--- src/rtl/store_checker_table.sv ---
// store_checker_table
// DEPTH-entry register file holding the expected (address, data) pairs.
// One synchronous write port and one combinational read port.
//   clk      in   write clock, rising edge
//   we       in   write enable (already gated by the checker state)
//   wr_idx   in   entry to write
//   wr_addr  in   expected address to store
//   wr_data  in   expected data to store
//   rd_idx   in   entry to read
//   rd_addr  out  expected address of entry rd_idx
//   rd_data  out  expected data of entry rd_idx
// The table has no reset: its contents survive a checker reset.
module store_checker_table #(
    parameter int ADDR_W = 32,
    parameter int DATA_W = 32,
    parameter int DEPTH  = 8,
    parameter int IDX_W  = 3
) (
    input  logic              clk,
    input  logic              we,
    input  logic [IDX_W-1:0]  wr_idx,
    input  logic [ADDR_W-1:0] wr_addr,
    input  logic [DATA_W-1:0] wr_data,
    input  logic [IDX_W-1:0]  rd_idx,
    output logic [ADDR_W-1:0] rd_addr,
    output logic [DATA_W-1:0] rd_data
);

    logic [ADDR_W-1:0] addr_mem [DEPTH];
    logic [DATA_W-1:0] data_mem [DEPTH];

    // When DEPTH is not a power of two the index can name a missing entry;
    // such writes are dropped and such reads return zero.
    if ((2 ** IDX_W) == DEPTH) begin : g_full
        always_ff @(posedge clk) begin
            if (we) begin
                addr_mem[wr_idx] <= wr_addr;
                data_mem[wr_idx] <= wr_data;
            end
        end

        assign rd_addr = addr_mem[rd_idx];
        assign rd_data = data_mem[rd_idx];
    end else begin : g_partial
        always_ff @(posedge clk) begin
            if (we && (int'(wr_idx) < DEPTH)) begin
                addr_mem[wr_idx] <= wr_addr;
                data_mem[wr_idx] <= wr_data;
            end
        end

        always_comb begin
            rd_addr = '0;
            rd_data = '0;
            if (int'(rd_idx) < DEPTH) begin
                rd_addr = addr_mem[rd_idx];
                rd_data = data_mem[rd_idx];
            end
        end
    end

endmodule

--- config.mk ---
export PLATFORM = sky130hd
export DESIGN_NAME = store_checker_table
export DESIGN_NICKNAME = d
export VERILOG_FILES = /design/src/rtl/store_checker_table.sv
export SDC_FILE = /design/constraint.sdc
export NUM_CORES = 1
export LEC_CHECK = 0
export ABC_AREA = 1
export BUFFER_PORTS_ARGS = -buffer_cell sky130_fd_sc_hd__buf_2
export CORE_UTILIZATION = 40
export CTS_CLUSTER_DIAMETER = 50
export DETAILED_ROUTE_END_ITERATION = 16
export PLACE_DENSITY = 0.57
export SYNTH_ARGS = -nofsm -noshare
export SYNTH_HDL_FRONTEND = slang
export SYNTH_SLANG_ARGS = --single-unit
export TNS_END_PERCENT = 1
--- constraint.sdc ---
create_clock -name clk -period 5.4 [get_ports clk]
set_input_delay 1.62 -clock clk [delete_from_list [all_inputs] [get_ports clk]]
set_output_delay 1.62 -clock clk [all_outputs]
set_load 0.05 [all_outputs]
== Word-level counts from Yosys, hierarchy flattened ==
Memories as Yosys holds them, arrays and structs flattened.
Index checks and enable logic that the tools add are counted.

* Output and inout port bits: 64
* Latch bits: 0
* Memories: 2
* Bits in read-only memories: 0
* Input port bits: 72
* Logic and storage cells: 4
* Register bits: 0
* Bits in writable memories: 512

* Shifts and indexed selects: 0
* Div/mod/pow operators: 0
* Order comparisons: 0
* Add/sub/neg operators: 0
* Bitwise operators: 0
* Multiply operators: 0
* Mux-type cells: 2
* Reductions and logical operators: 0
* Equal/unequal tests: 0

{| class="wikitable"
|+ Memories
! memory !! words !! width !! read ports !! clocked after Yosys merged registers in !! wr ports !! line !! RTL
|-
| addr_mem || 8 || 32 || 1 || 0 || 1 || 29 || <nowiki>logic [ADDR_W-1:0] addr_mem [DEPTH];</nowiki>
|-
| data_mem || 8 || 32 || 1 || 0 || 1 || 30 || <nowiki>logic [DATA_W-1:0] data_mem [DEPTH];</nowiki>
|}

{| class="wikitable"
|+ Operators by type and width
! cell !! number
|-
| $mux W1 || 2
|}

== Logic depth before layout (Yosys ltp) ==
Gate-level depths: netlist of run 1.

* Word-level depth: 2
* Gate-level depth with buffers: 9
* Depth with buffers taken out: 6

== Worst setup path after synthesis of run 1 ==
Ideal clock, no wire load.

* Path kind: input to register
* From: in wr_idx[0]
* To: mem addr_mem[0][0], enable pin
* Buffers on the path: 0
* Slack: 0.474 ns
* Data required time: 4.913 ns
* Setup time: 0.487 ns
* Stages on the path: 3
* Arrival: 4.439 ns
* Cells stage by stage: inv_1 > nand2_1 > nor2_1

{| class="wikitable"
|+ RTL lines
! element !! line !! RTL
|-
| start, declared || 21 || <nowiki>input logic [IDX_W-1:0] wr_idx,</nowiki>
|-
| end, declared || 29 ||
|}

No word-level cell before the write port.

== Worst setup path after layout of run 1 ==
* From: in rd_idx[0]
* To: out rd_data[16]

* Word-level cells in the longest chain between the ends: 1

{| class="wikitable"
|+ RTL lines
! element !! line !! RTL
|-
| start, declared || 24 || <nowiki>input logic [IDX_W-1:0] rd_idx,</nowiki>
|-
| $mem_v2 Z8 W32 || - ||
|-
| end, declared || 26 || <nowiki>output logic [DATA_W-1:0] rd_data</nowiki>
|}

No other way between the ends.

==> results.sh, run 1 <==
export IMPL_start_util=0.4054
export IMPL_ys_seq_area_frac=0.6871
export IMPL_worstSetupPathType="in -> out"
export IMPL_crit_path_max_fanout=136
export IMPL_finalSetupViolCount=0
export IMPL_fin_crit_ns=4.680
export IMPL_die_w_um=238.5
export IMPL_syn_num_nets=2302
export IMPL_synth_edf_count=512
export IMPL_slowest_stage="buf_12"
export IMPL_endpoint_kind="output pin"
export IMPL_cts_max_level=2
export IMPL_clock_path_buffers=3
export IMPL_worst_pin_slew_ns=1.066
export IMPL_intPower_mw=7.014
export IMPL_synth_area_um2=22380
export IMPL_grt_pass1_vias=13680
export IMPL_ios=136
export IMPL_max_slew_margin=0.2875
export IMPL_critPathMaxStageDelay_ns=0.37
export IMPL_p_leak_nw=11.84
export IMPL_wl_per_cell_um=16.37
export IMPL_antenna_found_initial=9
export IMPL_switching_power_mw=2.140
export IMPL_drt_iter0_markers=1002
export IMPL_yosys_warnings=0
export IMPL_antenna_left=0
export IMPL_drc_errors=0
export IMPL_drv_cap=0
export IMPL_synth_area_leader_cell="edfxtp_1"
export IMPL_cts_resized=0
export IMPL_drv_slew=0
export IMPL_hp_class="in -> reg"
export IMPL_min_period_over_period=0.8666
export IMPL_grt_max_degree=137
export IMPL_numCtsBuffers=55
export IMPL_top_layer_used="met5"
export IMPL_die_y_um=238.5
export IMPL_hold_buffers=0
export IMPL_ys_types=11
export IMPL_ys_flop_type="edfxtp_1"
export IMPL_crit_top_cell="nand2_1"
export IMPL_final_util=0.4668
export IMPL_p_seq_frac=0.495
export IMPL_pwr_share_comb=0.087
export IMPL_postSynthCellCount=2230
export IMPL_min_from="wr_addr[23]"
export IMPL_tritoncts="yes"
export IMPL_root_buffer="clkbuf_16"
export IMPL_layout_drive_gt1_share=0.1088
export IMPL_ir_worst_vdd_mv=0.2362
export IMPL_synth_common_cells="nand2_1 (838), inv_1 (516), edfxtp_1 (512)"
export IMPL_dp_hpwl_um=26850
export IMPL_grt_pass1_wl_um=79380
export IMPL_syn_area_per_cell_um2=10.03
export IMPL_via_count=14360
export IMPL_die_area_um2=56890
export IMPL_path_cells="clkbuf_8, buf_12, nand2_1, nand3_1, nand2_1, nand2_1, nand2_1, buf_2"
export IMPL_cts_setup_buffers=0
export IMPL_switching_share=0.2338
export IMPL_async_reset_ff_frac=0
export IMPL_status="completed"
export IMPL_grt_usage=0.1840
export IMPL_rsz0062_at_grt="false"
export IMPL_start_kind="primary input"
export IMPL_syn_to_final_growth_pct=15.16
export IMPL_routed_wl_met3_um=2486
export IMPL_fp_row_count=86
export IMPL_io_buffers=135
export IMPL_hold_path_cell_count=1
export IMPL_fmax_mhz=213.7
export IMPL_gp_congestion=0.7469
export IMPL_wl_met2_um=25130
export IMPL_layout_nets=2431
export IMPL_crit_arrival_ns=3.06
export IMPL_cts_sinks=512
export IMPL_worst_ep_required_time_ns=3.78
export IMPL_wl_met1_um=22910
export IMPL_synthTopCellsByArea="edfxtp_1 (69%), nand2_1 (14%), inv_1 (8.7%)"
export IMPL_yosysTopAreaCellShare=0.6871
export IMPL_final_hold_violation_count=0
export IMPL_clk_pin_slew_ns=0.06
export IMPL_wirelength_um=51580
export IMPL_core_area_um2=55200
export IMPL_ys_seq_elements=512
export IMPL_firstDrtPassIters=5
export IMPL_hold_path_end="addr_mem[0][23]$_DFFE_PP_"
export IMPL_grt_overflow=0
export IMPL_p_clk_frac=0.418
export IMPL_powerDensity_nw_per_um2=355.3
export IMPL_yosysMostFrequentCell="nand2_1"
export IMPL_tns_ns=0
export IMPL_via_per_inst=4.557
## worst max-delay path by stage
stage                     startpoint                        to  slack [ns]
after floorplan            wr_idx[0]  addr_mem[0][0]$_DFFE_PP_        0.47
after global placement     rd_idx[0]                rd_data[3]        0.74
after detailed placement   rd_idx[0]               rd_addr[26]        0.75
after CTS                  rd_idx[0]               rd_addr[26]        0.74
after global routing       rd_idx[0]               rd_addr[26]        0.62
final                      rd_idx[0]               rd_data[16]        0.72
## worst max-delay path, delay by kind of cell
kind          cells  cell delay [ns]
buf+inv           3             0.76
simple gates      5             0.47
## power by group through the flow
stage	sequential, mW	clock, mW	combinational [mW]
2_1_floorplan	4.62	0	0.540
3_3_place_gp	4.62	0	0.797
3_5_place_dp	4.62	0	0.804
4_1_cts	4.54	3.91	0.808
5_1_grt	4.55	4.05	0.876
6_report	4.54	3.82	0.794
## kinds of logic after synthesis
| group | synth area share |
|---|---|
| simple gates | 0.1992 |
| flops | 0.6871 |
| buf+inv | 0.1137 |
## final cells by class
| type | count | area (um2) |
|---|---|---|
| clock inverters | 28 | 359.1 |
| repair buffers | 170 | 1150 |
| inverters | 518 | 1952 |
| multi-input cells | 1102 | 4517 |
| well taps | 748 | 935.9 |
| flip-flops and latches | 512 | 15370 |
| clock buffers | 70 | 1475 |
| diodes | 2 | 5.005 |
| fillers | 5006 | 29430 |
## per-stage QoR
stage | cells | hold slack, ns | power [mW] | instance area [um2] | worst slack, ns
after global placement | 3050 | 1.885 | 5.413 | 23930 | 0.7368
after floorplan | 2230 | 1.719 | 5.162 | 22380 | 0.4745
after detailed placement | 3050 | 1.889 | 5.425 | 23930 | 0.7456
after CTS | 3148 | 1.254 | 9.255 | 25760 | 0.7431
after global routing | 3149 | 1.271 | 9.475 | 25770 | 0.6221
final | 3150 | 1.294 | 9.154 | 25770 | 0.7204
## layer usage
| layer | track usage | vias to the layer above |
|---|---|---|
| met4 | 0.04526 | 14 |
| met3 | 0.03487 | 78 |
| met1 | 0.2412 | 6807 |
| met5 | 0 | - |
| li1 | - | 7175 |
| met2 | 0.3143 | 281 |
## layout by cell type, fill, tap and decap left out, drive strengths merged
master,count
nand2,838
edfxtp,512
nor2,8
nand3,256
inv,520
buf,169
bufinv,8
clkinvlp,6
clkinv,12
clkbuf,71
diode,2
## sequential cells by signal (all words and copies together), names as in the netlist
signal and count:
data_mem 256, addr_mem 256
Power figures use the tool's default switching activity.
==> run 2, diff against run 1 <==
Settings changed: BUFFER_PORTS_ARGS -buffer_cell sky130_fd_sc_hd__buf_2 to unset, CAP_MARGIN set to 20, DONT_BUFFER_PORTS set to 1, HOLD_SLACK_MARGIN set to 0.12, PLACE_DENSITY 0.57 to 0.55.
==> run 2 against run 1 <==
Net effect:
- clock-buffer cell count decreased by 1
- power decreased by 3.8%
- global-route usage decreased by 0.48 points
- die area unchanged
- final area decreased by 2.7%
- clock power decreased by 5%
- sequential share of layout area increased by 1.7 points
- combinational power decreased by 20%
- critical path depth decreased by 1
- sequential cell count unchanged
- fmax decreased by 3.8%
- largest cell class unchanged
==> results.sh, run 2 (same netlist as run 1, synthesis figures left out) <==
export IMPL_antenna_left=0
export IMPL_final_cell_mix="nand2_1 (838), inv_1 (515), edfxtp_1 (512), nand3_1 (256), clkbuf_16 (57)"
export IMPL_cts_resized=0
export IMPL_drc_errors=0
export IMPL_drv_cap=0
export IMPL_final_common_cell="nand2_1"
export IMPL_startpoint="rd_idx[0]"
export IMPL_place_ws_ns=0.6227
export IMPL_gp_congestion=0.7289
export IMPL_whs_ns=1.125
export IMPL_drt_iter0_markers=883
export IMPL_tritoncts="yes"
export IMPL_finalSetupViolCount=0
export IMPL_fp_row_count=86
export IMPL_nFillCells=5132
export IMPL_powerDensity_nw_per_um2=351.2
export IMPL_via_count=13900
export IMPL_crit_arrival_ns=3.25
export IMPL_cts_sinks=512
export IMPL_fin_crit_ns=4.867
export IMPL_diodes=0
export IMPL_p_leak_nw=11.34
export IMPL_status="completed"
export IMPL_core_area_um2=55200
export IMPL_postPlaceCellArea_um2=23340
export IMPL_grt_usage=0.1792
export IMPL_grt_pass1_wl_um=77480
export IMPL_layout_drive_gt1_share=0.06088
export IMPL_root_buffer="clkbuf_16"
export IMPL_final_hold_violation_count=0
export IMPL_wirelength_um=50040
export IMPL_worstSetupPathType="in -> out"
export IMPL_fmax_mhz=205.5
export IMPL_worst_ep_required_time_ns=3.78
export IMPL_start_util=0.4054
export IMPL_grt_max_degree=258
export IMPL_reg_largest_list="addr_mem (256), data_mem (256)"
export IMPL_die_w_um=238.5
export IMPL_design_area_um2=25070
export IMPL_fin_ws_ns=0.5334
export IMPL_ir_worst_vdd_mv=0.2358
export IMPL_via_per_inst=4.586
export IMPL_hp_class="in -> reg"
export IMPL_layout_nets=2316
export IMPL_die_y_um=238.5
export IMPL_crit_path_max_fanout=257
export IMPL_antenna_found_initial=1
export IMPL_firstDrtPassIters=5
export IMPL_grt_overflow=0
export IMPL_start_kind="primary input"
export IMPL_min_period_over_period=0.9012
export IMPL_dp_hpwl_um=24360
export IMPL_worst_pin_slew_ns=0.7562
export IMPL_min_from="wr_addr[13]"
export IMPL_power_total_mw=8.806
export IMPL_clk_pin_slew_ns=0.06
export IMPL_cts_setup_buffers=0
export IMPL_endpoint_kind="output pin"
export IMPL_wl_per_cell_um=16.51
export IMPL_numCtsBuffers=55
export IMPL_io_buffers=0
export IMPL_ios=136
export IMPL_cts_max_level=2
export IMPL_die_area_um2=56890
export IMPL_rsz0062_at_grt="false"
export IMPL_syn_to_final_growth_pct=12.06
export IMPL_clock_path_buffers=3
export IMPL_drv_slew=0
export IMPL_tns_ns=0
export IMPL_hold_buffers=0
export IMPL_grt_pass1_vias=13500
export IMPL_max_slew_margin=0.4947
run 2: cell type report:
| class | count | area [um2] | share of cell area |
|---|---|---|---|
| Clock inverter | 27 | 260.3 | 0.01038 |
| Clock buffer | 69 | 1471 | 0.05868 |
| Multi-Input combinational cell | 1102 | 4517 | 0.1801 |
| Inverter | 518 | 1952 | 0.07784 |
| Tap cell | 748 | 935.9 | 0.03733 |
| Sequential cell | 512 | 15370 | 0.6132 |
| Timing Repair Buffer | 55 | 563.0 | 0.02246 |
run 2: per-stage QoR:
stage / utilization / cells
after detailed placement: 0.4229 / 2935
after global routing: 0.4542 / 3031
final: 0.4542 / 3031
after CTS: 0.4542 / 3031
after global placement: 0.4229 / 2935
after floorplan: - / 2230
run 2: path summary, 6_finish.rpt:
check,end,cells after the start
max,rd_addr[29],7
min,addr_mem[7][13]$_DFFE_PP_,0
run 2: critical path: stages:
cell	delay (ns)
clkinv_4	0.43
buf_12	0.36
nand2_1	0.08
nand3_1	0.06
nand2_1	0.07
nand2_1	0.05
nand2_1	0.42
run 2: routing by layer:
| metal | wire, um | track usage | vias to the layer above |
|---|---|---|---|
| li1 | - | - | 6939 |
| met1 | 22670 | 0.2357 | 6628 |
| met2 | 23820 | 0.3027 | 264 |
| met3 | 2595 | 0.03603 | 69 |
| met4 | 946 | 0.04565 | 0 |
| met5 | 0 | 0 | - |
run 2: power by group:
group	internal (mW)	switching (mW)
clock network	2.15	1.48
logic	0.168	0.471
registers	4.51	0.0266
total	6.83	1.97
